`config.mk`:
```
export PLATFORM = sky130hd
export DESIGN_NAME = counter_seq_ctrl
export DESIGN_NICKNAME = d
export VERILOG_FILES = /design/src/rtl/counter_seq_ctrl.sv
export SDC_FILE = /design/constraint.sdc
export NUM_CORES = 1
export LEC_CHECK = 0
export ABC_AREA = 0
export CORE_MARGIN = 4
export CORE_UTILIZATION = 41
export DETAILED_ROUTE_END_ITERATION = 16
export PLACE_DENSITY = 0.81
export SLEW_MARGIN = 30
export SYNTH_ARGS = -nofsm -noshare
export SYNTH_HDL_FRONTEND = slang
export SYNTH_SLANG_ARGS = --single-unit
```
`constraint.sdc`:
```
create_clock -name clk -period 1.4 [get_ports clk]
set_input_delay 0.28 -clock clk [delete_from_list [all_inputs] [get_ports clk]]
set_output_delay 0.28 -clock clk [all_outputs]
set_load 0.005 [all_outputs]
```
`src/rtl/counter_seq_ctrl.sv`:
```
// Sequencing controller for the N-bit counter datapath (start/pause/terminal/stop).
// Define COUNTER_SEQ_CTRL_OVF_COUNT_EN to add the saturating reload_cnt output.
module counter_seq_ctrl #(
    parameter int WIDTH = 4,
    parameter int OVF_W = 8
) (
    input  logic             clk,
    input  logic             reset,
    input  logic             start,
    input  logic             stop,
    input  logic             pause,
    input  logic             mode_reload,
    input  logic [WIDTH-1:0] term_val,
    output logic [WIDTH-1:0] count,
    output logic             busy,
    output logic             done,
    output logic [1:0]       state_o
`ifdef COUNTER_SEQ_CTRL_OVF_COUNT_EN
    ,
    output logic [OVF_W-1:0] reload_cnt
`endif
);

    localparam logic [1:0] IDLE  = 2'd0;
    localparam logic [1:0] RUN   = 2'd1;
    localparam logic [1:0] PAUSE = 2'd2;
    localparam logic [1:0] DONE  = 2'd3;

    logic [1:0]       state_q, state_d;
    logic [WIDTH-1:0] count_q, count_d;
    logic [WIDTH-1:0] term_q, term_d;
    logic             mode_q, mode_d;
    logic             done_q, done_d;
    logic             wrap;
    logic             ev_clr;
    logic             at_term;

    assign at_term = (count_q == term_q);

    always_comb begin
        state_d = state_q;
        count_d = count_q;
        term_d  = term_q;
        mode_d  = mode_q;
        done_d  = 1'b0;
        wrap    = 1'b0;
        ev_clr  = stop;
        unique case (state_q)
            IDLE: begin
                if (start && stop) begin
                    count_d = '0;
                end else if (start) begin
                    term_d  = term_val;
                    mode_d  = mode_reload;
                    count_d = '0;
                    ev_clr  = 1'b1;
                    if (term_val == '0) begin
                        state_d = DONE;
                        done_d  = 1'b1;
                    end else begin
                        state_d = RUN;
                    end
                end
            end
            RUN: begin
                if (stop) begin
                    state_d = IDLE;
                    count_d = '0;
                end else if (pause) begin
                    state_d = PAUSE;
                end else if (at_term && !mode_q) begin
                    state_d = DONE;
                    done_d  = 1'b1;
                end else if (at_term) begin
                    // auto-reload: wrap and pulse, stay running
                    count_d = '0;
                    done_d  = 1'b1;
                    wrap    = 1'b1;
                end else begin
                    count_d = count_q + 1'b1;
                end
            end
            PAUSE: begin
                if (stop) begin
                    state_d = IDLE;
                    count_d = '0;
                end else if (!pause) begin
                    state_d = RUN;
                end
            end
            DONE: begin
                state_d = IDLE;
                if (stop) begin
                    count_d = '0;
                end
            end
        endcase
    end

    always_ff @(posedge clk or posedge reset) begin
        if (reset) begin
            state_q <= IDLE;
            count_q <= '0;
            term_q  <= '0;
            mode_q  <= 1'b0;
            done_q  <= 1'b0;
        end else begin
            state_q <= state_d;
            count_q <= count_d;
            term_q  <= term_d;
            mode_q  <= mode_d;
            done_q  <= done_d;
        end
    end

    assign count   = count_q;
    assign done    = done_q;
    assign state_o = state_q;
    assign busy    = (state_q != IDLE);

`ifdef COUNTER_SEQ_CTRL_OVF_COUNT_EN
    logic [OVF_W-1:0] rl_q;

    always_ff @(posedge clk or posedge reset) begin
        if (reset) begin
            rl_q <= '0;
        end else if (ev_clr) begin
            rl_q <= '0;
        end else if (wrap && (rl_q != {OVF_W{1'b1}})) begin
            rl_q <= rl_q + 1'b1;
        end
    end

    assign reload_cnt = rl_q;
`else
    logic unused_ev;
    assign unused_ev = wrap ^ ev_clr;
`endif

endmodule
```
* Yosys cells after proc, flatten, opt, wreduce, memory -nomap -nowiden
Cells that the tools add are included.
Cells by class: add/subtract/negate cells 1, equality and inequality tests 12, mux-type cells 25, bitwise operators 1, reduce and logical (&&, ||, !) cells 10
Operator list (count):
- $mux 4 | 7
- $mux 2 | 8
- $ne 3x3->1 const B | 4
- $pmux 4 s3 | 1
- $pmux 2 s4 | 1
- $reduce_and 4->1 | 2
- $mux 1 | 7
- $add 4x1->4 const B | 1
- $eq 2x2->1 const B | 2
- $eq 4x4->1 | 1
- $logic_not 4->1 | 1
- $ne 2x2->1 const B | 2
- $ne 4x4->1 const B | 1
- $reduce_and 3->1 | 1
- $eq 2x1->1 const B | 1
- $logic_and 1x1->1 | 2
- $logic_not 2->1 | 1
- $ne 2x1->1 const B | 1
- $pmux 1 s2 | 1
- $reduce_bool 2->1 | 1
- $reduce_or 2->1 | 1
- $logic_not 1->1 | 1
- $not 1->1 | 1
Storage, ports and cells: register bits 12, logic and storage cells 54

* Longest topological paths before layout
Gate-level depths: netlist of run 1.
depth in word-level cells 6, mapped depth 4, mapped depth without buffers 4

* Least setup slack after synthesis of run 1
OpenSTA, ideal clock, no wires.
kind register to register, from register state_q[1], in the netlist state_o[1], to register mode_q, library setup time 0.125 ns, arrival 1.422 ns, setup slack -0.147 ns, stages on the path, launching flop included 4, period minus slack after synthesis 1.547 ns, cells stage by stage dfrtp_1 -> or2_4 -> nor3b_2 -> mux2_2
Between the ends: cells in the longest elaborated chain, start to end 2
RTL lines:
- start, declared | line 29 | logic [1:0] state_q, state_d;
- start signal, assigned | line 108 | state_q <= state_d;
- $logic_not 2->1 | line 48 | unique case (state_q)
- $reduce_and 3->1 (no line)
- end signal, assigned | line 111 | mode_q <= mode_d;
- end, declared | line 32 | logic mode_q, mode_d;
No other way between the ends. A chain may end at the register's enable or synchronous reset.

* Final worst setup path of run 1
from register state_q[1], in the netlist state_o[1], to register count_q[3], in the netlist count[3]
Between the ends: cells in the longest elaborated chain, start to end 4
RTL lines:
- $eq 2x2->1 | line 48
- $reduce_or 2->1 (no line)
- $ne 2x1->1 (no line)
- $reduce_and 4->1 (no line)
- end signal, assigned | line 109 | count_q <= count_d;
- end, declared | line 30 | logic [WIDTH-1:0] count_q, count_d;
Parallel ways exist; a longest one is shown, timed or not.

==> run_results.csv, run 1 <==
group,metric,value,unit
outcome,outcome,"finished with violations",
outcome,violations,"setup timing",
sta,final_hold_viol_count,0,
sta,fin_ws,-111,ps
critical_path,reg2reg_depth,5,
sta,fmax,0.662,GHz
global_routing,grt_pass1_vias,668,
power_and_ir_drop,power,1.11,mW
logic_synthesis,synth_edf_count,0,
clock_tree,h-tree-depth,1,
finish,final_util,0.726,
detailed_routing,drtIter0Drc,12,
critical_path,critPathLaunch,"state_o[1]$_DFFE_PP0P_",
clock_tree,numCtsBuffers,3,
sta,skew,8.29,ps
sta,period_minus_slack,1510,ps
sta,grt_setup_unrepaired,"yes",
logic_synthesis,ys_top_cells_by_area,"dfrtp_1, mux2_2, xnor2_1",
power_and_ir_drop,ir_drop,590,uV
logic_synthesis,ys_top_cells_by_count,"dfrtp_1, inv_1, mux2_2",
clock_tree,cts.sinks,12,
critical_path,crit_fanout,3,
detailed_routing,wl_per_cell,16.1,microns
logic_synthesis,netlist_area,649,sq um
clock_tree,clkSlewWorstSetupHoldPaths,90,ps
finish,filler_cell_count,108,
critical_path,worstPathArrival,1720,ps
floorplanning,die-area,0.00228,sq mm
floorplanning,die_h,47.8,microns
job,maxCapViolCount,0,
sta,finalSetupViolCount,9,
logic_synthesis,ys_ff_latch,12,
clock_tree,cts_root_buf,"clkbuf_4",
global_routing,grt_usage,0.188,
sta,slew_headroom,0.679,
logic_synthesis,yosysTopAreaCellShare,0.462,
power_and_ir_drop,total_leakage_power,0.521,nW
detailed_routing,drc_errors,0,
critical_path,cpMaxStageDelayCell,"dfrtp_1",
sta,finalCritPeriodShare,1.08,
global_routing,grt_pass1_wl,2950,microns
critical_path,path_cells,"or3b_4, buf_4, nor2_1, nand3_1, o221ai_2",
critical_path,worst_ep_required_time,1610,ps
floorplanning,core,0.00151,sq mm
detailed_routing,viasPerCell,5.41,
detailed_routing,drt_first_pass_iters,4,
floorplanning,num_io_pins,18,
floorplanning,start_util,0.431,
critical_path,crit_path_start_kind,"flip-flop",
floorplanning,fp-row-count,14,
finish,layout-drive-gt1-share,0.390,
sta,drv_slew,0,
finish,seqCellArea,302,sq um
detailed_routing,postRouteAntennaNets,0,
critical_path,max_stage_delay,420,ps
logic_synthesis,synthCells,64,
logic_synthesis,ys.flop_type,"dfrtp_1",
detailed_routing,vias,655,
critical_path,crit_type,"flip-flop to flip-flop",
power_and_ir_drop,powerDensity,1010,mW/mm^2
place,io_buffers,17,
clock_tree,cts_hold_buf,0,
detailed_routing,routed_wl,1950,microns
sta,worst_pin_slew,481,ps
floorplanning,fp.dieW,47.8,microns
clock_tree,clkLatencyLatePin,280,ps
global_routing,antenna_found_initial,0,
critical_path,r2r_start,"state_o[1]$_DFFE_PP0P_",
clock_tree,cts_tree,"done",
global_routing,grt_overflow_total,0,
finish,nets,117,
logic_synthesis,yosys.area.top_type,"dfrtp_1",
logic_synthesis,avgSynthCellArea,10.1,sq um
logic_synthesis,synth.most_common_cell,"dfrtp_1",
logic_synthesis,synth.distinct_cells,27,
logic_synthesis,synth_async_sr_flop_share,1.00,
logic_synthesis,yosysWarnings,0,
logic_synthesis,syn_nets,75,
critical_path,end_kind,"flip-flop",
place,place_congestion,0.782,
worst_hold_path,hold_class,"primary input to async pin",
finish,area_growth,68.4,%
place,dp_hpwl,1230,microns
finish,antenna_cells,0,
global_routing,grt_max_degree,13,
logic_synthesis,yosysSeqAreaShare,0.462,
clock_tree,clockBufferDepth,2,
finish,multi_input_area,389,sq um
==> stage by stage <==
step | TNS [ps] | cells | instance area (sq um) | setup WS (ps) | hold slack, ps
after detailed placement | -3520 | 111 | 951 | -377 | 524
after global routing | -1070 | 121 | 1090 | -135 | 325
after global placement | -3240 | 111 | 951 | -365 | 516
final | -584 | 121 | 1090 | -111 | 306
after CTS | -602 | 119 | 1040 | -82.9 | 327
after floorplan | -330 | 64 | 656 | -66.0 | 145
==> worst paths after layout <==
check	to	slack (ps)
worst min register to register	term_q[2]$_DFFE_PP0P_	550
worst max-delay path	count[3]$_DFFE_PP0P_	-110
max in group asynchronous	state_o[0]$_DFFE_PP0P_	740
worst max register to register	count[3]$_DFFE_PP0P_	-110
min in group clk	term_q[2]$_DFFE_PP0P_	550
worst min-delay path	term_q[3]$_DFFE_PP0P_	310
==> layer usage <==
metal  vias up  global-route usage  wire length, microns
met2        17               0.298                   989
li1        313                   -                     -
met4         0              0.0753                    46
met3         6              0.0489                    69
met1       319               0.242                   846
met5         -                   0                     0
==> worst max-delay path: cells and delay by family (launching register included) <==
family	cells	cell delay, ps
AOI/OAI and AO/OA	1	80
DFF	1	420
buffers and inverters	1	150
and+or+nand+nor	3	780
==> layout make-up <==
type / instances / area share
clock buffers: 4 / 0.0332
repair buffers: 37 / 0.289
multi-input cells: 44 / 0.356
inverters: 8 / 0.0275
flip-flops and latches: 12 / 0.276
well taps: 16 / 0.0183
==> sequential cells by signal, indices dropped and copies added (netlist names) <==
register	count
term_q	4
mode_q	1
count	4
done	1
state_o	2
==> cell usage in the layout, fill, tap and decap left out, drive strengths merged, types with 2 or more instances in the layout <==
master	instances
inv	8
dlygate4sd2	5
o21ai	5
clkbuf	5
nand4	3
nand3	3
mux2	5
a21oi	2
clkdlybuf4s50	8
nand2	3
nor2	2
xnor2	4
dfrtp	12
o221ai	2
nor3b	2
buf	21
==> cells by family after synthesis <==
logic type | count (synthesis) | share of synthesized area
AND/OR/NAND/NOR | 22 | 0.212
buffers and inverters | 8 | 0.0462
multiplexers | 5 | 0.0867
adder cells (fa/ha/maj) | 1 | 0.0193
AO/OA/AOI/OAI | 12 | 0.119
flip-flops | 12 | 0.462
XOR/XNOR | 4 | 0.0539
==> repair_timing <==
action / CTS / global route
resized for setup: 19 / 11
setup buffers: 4 / 2
setup endpoints to repair: 16 / 15
pin swaps: 5 / 7
==> power by group <==
part           switching [mW]  internal, mW
combinational           0.144         0.229
clock                   0.127         0.158
sequential             0.0499         0.399
total                   0.321         0.787
(Power assumes the default switching activity.)
==> run 2, diff against run 1 <==
SKIP_LAST_GASP = 1   (was not set)
==> run_results.csv, run 2 (synthesis results as in run 1) <==
group,metric,value,unit
critical_path,worst_ep_required_time,1570,ps
job,maxCapViolCount,0,
clock_tree,cts_tree,"done",
finish,layout-drive-gt1-share,0.390,
sta,drv_slew,0,
global_routing,grt_max_degree,13,
detailed_routing,drc_errors,0,
place,place_ws,-377,ps
detailed_routing,postRouteAntennaNets,0,
floorplanning,fp.dieW,47.8,microns
critical_path,reg2reg_depth,4,
sta,finalCritPeriodShare,1.06,
clock_tree,cts.sinks,12,
floorplanning,fp-row-count,14,
clock_tree,clkSlewWorstSetupHoldPaths,90,ps
floorplanning,num_io_pins,18,
sta,fmax,0.671,GHz
place,dp_cells,111,
critical_path,crit_fanout,6,
critical_path,crit_path_start_kind,"flip-flop",
global_routing,grt_pass1_wl,2930,microns
critical_path,worstPathArrival,1650,ps
global_routing,grt_usage,0.185,
global_routing,grt_overflow_total,0,
sta,fin_ws,-89.5,ps
floorplanning,die_h,47.8,microns
worst_hold_path,hold_class,"primary input to async pin",
finish,antenna_cells,0,
power_and_ir_drop,total_leakage_power,0.519,nW
detailed_routing,drt_first_pass_iters,4,
finish,area_growth,68.0,%
finish,stdcell_count,121,
finish,final_util,0.724,
detailed_routing,vias,656,
outcome,outcome,"finished with violations",
global_routing,grt_pass1_vias,674,
critical_path,r2r_start,"state_o[0]$_DFFE_PP0P_",
detailed_routing,wl_per_cell,15.5,microns
critical_path,crit_type,"flip-flop to flip-flop",
power_and_ir_drop,powerDensity,1010,mW/mm^2
detailed_routing,routed_wl,1870,microns
power_and_ir_drop,p_int,0.783,mW
detailed_routing,drtIter0Drc,12,
clock_tree,numCtsBuffers,3,
finish,final_common_cell,"buf_4",
sta,worst_pin_slew,482,ps
power_and_ir_drop,comb_power_share,0.332,
sta,period_minus_slack,1490,ps
outcome,violations,"setup timing",
clock_tree,clockBufferDepth,2,
place,place_congestion,0.782,
finish,final_cell_mix,"buf_4, dfrtp_1, inv_1, clkdlybuf4s50_1",
clock_tree,cts_root_buf,"clkbuf_4",
sta,final_hold_viol_count,0,
power_and_ir_drop,ir_drop,600,uV
place,io_buffers,17,
sta,tns,-597,ps
floorplanning,core,0.00151,sq mm
finish,nets,117,
power_and_ir_drop,p_sw,0.325,mW
power_and_ir_drop,seq_power_share,0.407,
detailed_routing,viasPerCell,5.42,
critical_path,r2r_end,"term_q[0]$_DFFE_PP0P_",
power_and_ir_drop,clkPwrFrac,0.260,
floorplanning,start_util,0.431,
power_and_ir_drop,swShare,0.293,
sta,finalSetupViolCount,10,
clock_tree,h-tree-depth,1,
sta,slew_headroom,0.678,
place,dp_hpwl,1230,microns
critical_path,r2r_setup_slack,-90,ps
sta,skew,6.34,ps
sta,grt_setup_unrepaired,"yes",
clock_tree,clkLatencyLatePin,280,ps
floorplanning,die-area,0.00228,sq mm
global_routing,antenna_found_initial,0,
critical_path,end_kind,"flip-flop",
power_and_ir_drop,power,1.11,mW
[run 2: changes by cell type in the layout (fill, tap and decap cells not counted), sizes merged]
cell    change
clkbuf      +1
buf         -1
[run 2: metal layers]
layer / global-route usage / wire length [microns] / vias to the layer above / share of wire
met4: 0.0806 / 15 / 0 / 0.0080
met3: 0.0489 / 78 / 3 / 0.042
met1: 0.235 / 817 / 326 / 0.44
met5: 0 / 0 / - / 0
li1: - / - / 314 / -
met2: 0.296 / 958 / 13 / 0.51
[run 2: power by group through the flow]
stage,sequential [mW],clock (mW),combinational (mW)
2_1_floorplan,0.443,0,0.155
3_3_place_gp,0.445,0,0.296
3_5_place_dp,0.448,0,0.304
4_1_cts,0.444,0.288,0.338
5_1_grt,0.453,0.305,0.398
6_report,0.451,0.288,0.368
[run 2: worst max-delay path by stage]
| stage | to | start |
|---|---|---|
| 6_report | term_q[0]$_DFFE_PP0P_ | state_o[0]$_DFFE_PP0P_ |
| 3_3_place_gp | count[3]$_DFFE_PP0P_ | stop |
| 5_1_grt | count[0]$_DFFE_PP0P_ | state_o[0]$_DFFE_PP0P_ |
| 4_1_cts | busy | state_o[0]$_DFFE_PP0P_ |
| 3_5_place_dp | count[3]$_DFFE_PP0P_ | stop |
| 2_1_floorplan | mode_q$_DFFE_PP0P_ | state_o[0]$_DFFE_PP0P_ |
[run 2: stage by stage]
stage | hold WS (ps) | instance area [sq um]
3_3_place_gp | 516 | 951
6_report | 307 | 1090
2_1_floorplan | 145 | 656
3_5_place_dp | 524 | 951
4_1_cts | 327 | 1040
5_1_grt | 333 | 1090
[run 2: cell type report]
cell class	count	area (sq um)
fillers	106	415
multi-input cells	44	389
repair buffers	37	314
flip-flops and latches	12	302
clock buffers	4	36.3
inverters	8	30.0
well taps	16	20.0
[run 2: what timing repair did]
item / CTS / global route
gates resized for setup: 17 / 13
endpoints found under the setup margin: 16 / 15
setup buffers: 4 / 2
cloned: 0 / 0
pin swaps: 5 / 8
hold buffers: 0 / 0
[run 2: worst max-delay path, stage by stage (launching register included)]
cell and delay, ps:
dfrtp_2 450, or2_4 290, nor3b_4 170, buf_6 160, mux2_4 300
